<file path="src/rtl/hdlc_rx_protocol_monitor.sv">
// Protocol checker for the HDLC receive path: flags late/missing flag detection,
// missing abort reporting and idle-pattern violations, with saturating error counters.
module hdlc_rx_protocol_monitor #(
  parameter int FLAG_LAT  = 2,
  parameter int ABORT_LAT = 1,
  parameter int IDLE_BITS = 8,
  parameter int CNT_W     = 16
) (
  input  logic             Clk,
  input  logic             Rst,
  input  logic             MonEn,
  input  logic             ClrCnt,
  input  logic             Rx,
  input  logic             RxEN,
  input  logic             TxEN,
  input  logic             Rx_FlagDetect,
  input  logic             Rx_ValidFrame,
  input  logic             Rx_AbortDetect,
  input  logic             Rx_AbortSignal,
  output logic             FlagErr,
  output logic             AbortErr,
  output logic             IdleErr,
  output logic [CNT_W-1:0] FlagErrCnt,
  output logic [CNT_W-1:0] AbortErrCnt,
  output logic [CNT_W-1:0] IdleErrCnt,
  output logic             ErrAny
);

  localparam int               IDLE_W   = $clog2(IDLE_BITS + 1);
  localparam logic [7:0]       FLAG_PAT = 8'h7E;
  localparam logic [CNT_W-1:0] CNT_MAX  = '1;

  logic [7:0]           r_hist;
  logic [FLAG_LAT-1:0]  r_flag_pipe;
  logic [ABORT_LAT-1:0] r_abort_pipe;
  logic [IDLE_W-1:0]    r_idle_cnt;

  logic [7:0] w_hist;
  logic       w_flag_launch;
  logic       w_abort_launch;
  logic       w_idle_load;
  logic       w_flag_err;
  logic       w_abort_err;
  logic       w_idle_err;
  logic       w_any_pulse;

  // History includes the current Rx bit so a match lines up with the closing 0.
  assign w_hist         = {r_hist[6:0], Rx};
  assign w_flag_launch  = MonEn && (w_hist == FLAG_PAT);
  assign w_abort_launch = MonEn && Rx_AbortDetect && Rx_ValidFrame;
  assign w_idle_load    = MonEn && !TxEN && !RxEN;

  assign w_flag_err  = r_flag_pipe[FLAG_LAT-1] && !Rx_FlagDetect;
  assign w_abort_err = r_abort_pipe[ABORT_LAT-1] && !Rx_AbortSignal;
  assign w_idle_err  = MonEn && !Rx && (w_idle_load || (r_idle_cnt != '0));
  assign w_any_pulse = FlagErr || AbortErr || IdleErr;

  function automatic logic [CNT_W-1:0] next_cnt(input logic [CNT_W-1:0] cnt,
                                                input logic pulse,
                                                input logic clr);
    logic [CNT_W-1:0] res;
    res = cnt;
    if (clr) begin
      res = CNT_W'(pulse);
    end else if (pulse && (cnt != CNT_MAX)) begin
      res = cnt + 1'b1;
    end
    return res;
  endfunction

  // Pending checks advance one stage per cycle; the last stage is the check cycle.
  always_ff @(posedge Clk or negedge Rst) begin
    if (!Rst) begin
      r_hist       <= 8'hFF;
      r_flag_pipe  <= '0;
      r_abort_pipe <= '0;
      r_idle_cnt   <= '0;
      FlagErr      <= 1'b0;
      AbortErr     <= 1'b0;
      IdleErr      <= 1'b0;
    end else begin
      r_hist       <= w_hist;
      r_flag_pipe  <= (r_flag_pipe << 1) | FLAG_LAT'(w_flag_launch);
      r_abort_pipe <= (r_abort_pipe << 1) | ABORT_LAT'(w_abort_launch);
      if (!MonEn) begin
        r_idle_cnt <= '0;
      end else if (w_idle_load) begin
        r_idle_cnt <= IDLE_W'(IDLE_BITS);
      end else if (r_idle_cnt != '0) begin
        r_idle_cnt <= r_idle_cnt - 1'b1;
      end
      FlagErr  <= w_flag_err;
      AbortErr <= w_abort_err;
      IdleErr  <= w_idle_err;
    end
  end

  // A pulse coinciding with ClrCnt survives the clear.
  always_ff @(posedge Clk or negedge Rst) begin
    if (!Rst) begin
      FlagErrCnt  <= '0;
      AbortErrCnt <= '0;
      IdleErrCnt  <= '0;
      ErrAny      <= 1'b0;
    end else begin
      FlagErrCnt  <= next_cnt(FlagErrCnt, FlagErr, ClrCnt);
      AbortErrCnt <= next_cnt(AbortErrCnt, AbortErr, ClrCnt);
      IdleErrCnt  <= next_cnt(IdleErrCnt, IdleErr, ClrCnt);
      ErrAny      <= ClrCnt ? w_any_pulse : (ErrAny || w_any_pulse);
    end
  end

endmodule

</file>
<file path="config.mk">
export PLATFORM = sky130hd
export DESIGN_NAME = hdlc_rx_protocol_monitor
export DESIGN_NICKNAME = d
export VERILOG_FILES = /design/src/rtl/hdlc_rx_protocol_monitor.sv
export SDC_FILE = /design/constraint.sdc
export NUM_CORES = 1
export LEC_CHECK = 0
export CORE_AREA = 2 2 107 109
export CTS_BUF_LIST = sky130_fd_sc_hd__clkbuf_8
export CTS_CLUSTER_DIAMETER = 30
export DETAILED_ROUTE_END_ITERATION = 10
export DIE_AREA = 0 0 109 111
export RECOVER_POWER = 100
export SLEW_MARGIN = 30
export SYNTH_ARGS = -nofsm -noshare
export SYNTH_HDL_FRONTEND = slang
export SYNTH_SLANG_ARGS = --single-unit
</file>
<file path="constraint.sdc">
create_clock -name Clk -period 2.9 [get_ports Clk]
set_input_delay 0.58 -clock Clk [delete_from_list [all_inputs] [get_ports Clk]]
set_output_delay 0.58 -clock Clk [all_outputs]
set_load 0.02 [all_outputs]
</file>
==> impl_metrics.env <==
export IMPL_status="finished, violations left"
export IMPL_die_w_um=109
export IMPL_finalSetupTns_ps=0
export IMPL_root_buffer="clkbuf_8"
export IMPL_critical_path_arrival_ps=1670
export IMPL_intPower_mw=1.439
export IMPL_dr_total_vias=2621
export IMPL_power_mw=1.972
export IMPL_post_cts_resize_count=0
export IMPL_fmax_mhz=444.1
export IMPL_antenna_found_initial=0
export IMPL_start_util=0.2891
export IMPL_grtUsageTotal=0.1264
export IMPL_maxSlewViolCount=67
export IMPL_ioPinCount=63
export IMPL_combinationalPowerShare=0.121
export IMPL_drive_gt1_frac=0.06853
export IMPL_crit_type="reg2out"
export IMPL_switching_share=0.2703
export IMPL_ys_flop_type="dfrtp_1"
export IMPL_multi_input_area_um2=1431
export IMPL_cts_tree="built"
export IMPL_cts_buffers=9
export IMPL_syn_avg_cell_area_um2=9.913
export IMPL_ant_nets=0
export IMPL_areaGrowthSynthToFinish_pct=28.72
export IMPL_gp_congestion=0.7713
export IMPL_drv_cap=1
export IMPL_path_cells="dlygate4sd3_1"
export IMPL_critPathLaunchType="register"
export IMPL_synth_edf_count=0
export IMPL_synth_top_area_cell="dfrtp_1"
export IMPL_powerDensity_nw_per_um2=478.5
export IMPL_hold_viol_final=0
export IMPL_yosysWarnings=0
export IMPL_syn_area_um2=3202
export IMPL_synth_seq_cells=66
export IMPL_port_buffers=62
export IMPL_ir_drop_v=0.0003055
export IMPL_synth_async_reset_ratio=1.000
export IMPL_cts_setup_buffers=0
export IMPL_cp_required_ps=2320
export IMPL_synthDistinctLibCells=45
export IMPL_period_share=0.7765
export IMPL_yosysSeqAreaShare=0.5186
export IMPL_clk_pin_slew_worst_paths_ps=70
export IMPL_row_count=39
export IMPL_synth_top_area_frac=0.4611
export IMPL_synth_area_leaders="dfrtp_1, dfstp_2, nor2_1"
export IMPL_die_area_um2=12100
export IMPL_seq_power_share=0.511
export IMPL_worst_path_max_fanout=11
export IMPL_clock_sinks=66
export IMPL_grt_max_degree=67
export IMPL_relSlewSlack=-0.1321
export IMPL_crit_path_end_kind="output pin"
export IMPL_fp_dieH_um=111
export IMPL_leakagePower_nw=1.780
export IMPL_first_iter_violations=83
export IMPL_htree_levels=3
export IMPL_path_buf_inv=1
export IMPL_regArea_um2=1660
export IMPL_nets=404
export IMPL_worst_pin_slew_ps=1698
export IMPL_syn_nets=338
export IMPL_grt_overflow_total=0
export IMPL_syn_inst=323
export IMPL_grt_pass1_vias=2440
export IMPL_setup_viol=0
export IMPL_cp_slowest_cell="dlygate4sd3_1"
export IMPL_diodes=0
export IMPL_finalWirelength_mm=7.203
export IMPL_rsz0062_at_grt="no"
export IMPL_first_pass_iters=4
export IMPL_drc=0
export IMPL_clock_path_buffers=2
export IMPL_via_per_inst=4.881
export IMPL_dp_hpwl_mm=4.928
export IMPL_period_minus_slack_ps=2252
export IMPL_finClkSkew_ps=8.745
export IMPL_ctsHoldBuffers=0
export IMPL_cpPeakStageDelay_ps=740
export IMPL_crit_family="buffers and inverters"
export IMPL_core_um2=11080
export IMPL_n_fill_cell=1140
export IMPL_clkPwrFrac=0.369
export IMPL_clk_insertion_delay_late_ps=350
export IMPL_hp_class="reg2reg"
export IMPL_grt_pass1_wl_mm=11.92
export IMPL_violations="capacitance limit, slew limit"
export IMPL_wl_per_cell_um=13.41
export IMPL_power_switching_mw=0.5331
power groups by stage:
stage               combinational, mW  clock (mW)  sequential (mW)
floorplan                       0.143           0             1.03
global placement                0.247           0             1.03
detailed placement              0.255           0             1.03
CTS                             0.256       0.756             1.01
global route                    0.267       0.791             1.02
finish                          0.238       0.727             1.01
state kept, by name, indices dropped and copies added (netlist names):
register	cells
r_hist	7
FlagErrCnt	16
FlagErr	1
AbortErr	1
IdleErr	1
AbortErrCnt	16
r_abort_pipe	1
IdleErrCnt	16
r_idle_cnt	4
r_flag_pipe	2
ErrAny	1
routing by layer:
layer  up-vias  global-route usage  share of wire
met3        13             0.02646          0.049
li1       1279                   -              -
met1      1268              0.1693           0.47
met4         0             0.06923          0.023
met2        61              0.1884           0.45
met5         -                   0              0
cell families after synthesis:
group,after synthesis,share of synthesized area
xor gates and xnor gates,24,0.06565
AOI/OAI and AO/OA,38,0.08207
buffers and inverters,20,0.02423
muxes,8,0.02501
DFF,66,0.5186
adders and majority gates,4,0.01563
and+or+nand+nor,163,0.2689
cells in the final DEF (no fill, tap or decap), drive strengths merged, types with 3 or more instances in the layout:
| cell | synthesis | final |
|---|---|---|
| mux2i | 8 | 8 |
| and4 | 6 | 6 |
| nand3 | 12 | 12 |
| ha | 4 | 4 |
| nor4 | 7 | 7 |
| clkbuf | 8 | 14 |
| o21ai | 11 | 11 |
| nor2b | 3 | 3 |
| o211ai | 3 | 3 |
| inv | 10 | 12 |
| nor3 | 20 | 20 |
| dfrtp | 59 | 59 |
| nand2b | 5 | 5 |
| nand3b | 5 | 5 |
| a21oi | 14 | 14 |
| nor2 | 47 | 47 |
| and3 | 6 | 6 |
| dfstp | 7 | 7 |
| dlygate4sd3 | 0 | 56 |
| or3 | 10 | 10 |
| buf | 2 | 3 |
| xnor2 | 17 | 17 |
| clkdlybuf4s50 | 0 | 4 |
| nand2 | 21 | 21 |
| nand4 | 12 | 12 |
| xor2 | 7 | 7 |
through the flow:
step / worst slack [ps] / util / instances / instance area [um2] / hold slack [ps]
after floorplan: 957.3 / - / 323 / 3202 / 284.4
after global placement: 860.6 / 0.3599 / 521 / 3986 / 334.2
after detailed placement: 790.9 / 0.3599 / 521 / 3986 / 341.6
after CTS: 604.8 / 0.3764 / 537 / 4169 / 249.6
after global routing: 474.3 / 0.3721 / 537 / 4121 / 366.6
final: 648.0 / 0.3721 / 537 / 4121 / 352.0
cell usage after synthesis (2+ instances only):
| cell type | count |
|---|---|
| o21ai_0 | 10 |
| nor3b_1 | 2 |
| mux2i_1 | 8 |
| and4_1 | 6 |
| xnor2_1 | 17 |
| nor2_1 | 47 |
| clkbuf_1 | 8 |
| nor2b_1 | 3 |
| dfstp_2 | 7 |
| or3_1 | 9 |
| xor2_1 | 7 |
| nand2_1 | 21 |
| ha_1 | 4 |
| nor3_1 | 20 |
| o211ai_1 | 3 |
| inv_1 | 10 |
| nor4_1 | 6 |
| nand3_1 | 11 |
| dfrtp_1 | 59 |
| and3_1 | 6 |
| nand4_1 | 12 |
| buf_2 | 2 |
| nand2b_1 | 5 |
| a21oi_1 | 14 |
| nand3b_1 | 5 |
| o31ai_1 | 2 |
layout make-up:
cell class / instances / area share
timing repair buffer: 65 / 0.1530
clock inverter: 4 / 0.004250
sequential: 66 / 0.4029
inverter: 10 / 0.009107
clock buffer: 12 / 0.04007
multi-input combinational: 237 / 0.3473
tap: 143 / 0.04341
final timing paths:
check,slack (ps),start,to,cells past startpoint
setup reg to reg,700,FlagErrCnt[0]$_DFFE_PN0P_,FlagErrCnt[1]$_DFFE_PN0P_,6
max in group asynchronous,1140,Rst,FlagErrCnt[10]$_DFFE_PN0P_,2
min in group asynchronous,730,Rst,AbortErrCnt[10]$_DFFE_PN0P_,2
hold reg to reg,350,r_flag_pipe[0]$_DFF_PN0_,r_flag_pipe[1]$_DFF_PN0_,0
hold / removal,350,r_flag_pipe[0]$_DFF_PN0_,r_flag_pipe[1]$_DFF_PN0_,0
setup / recovery,650,IdleErr$_DFF_PN0_,IdleErr,1
(Power assumes the default switching activity.)
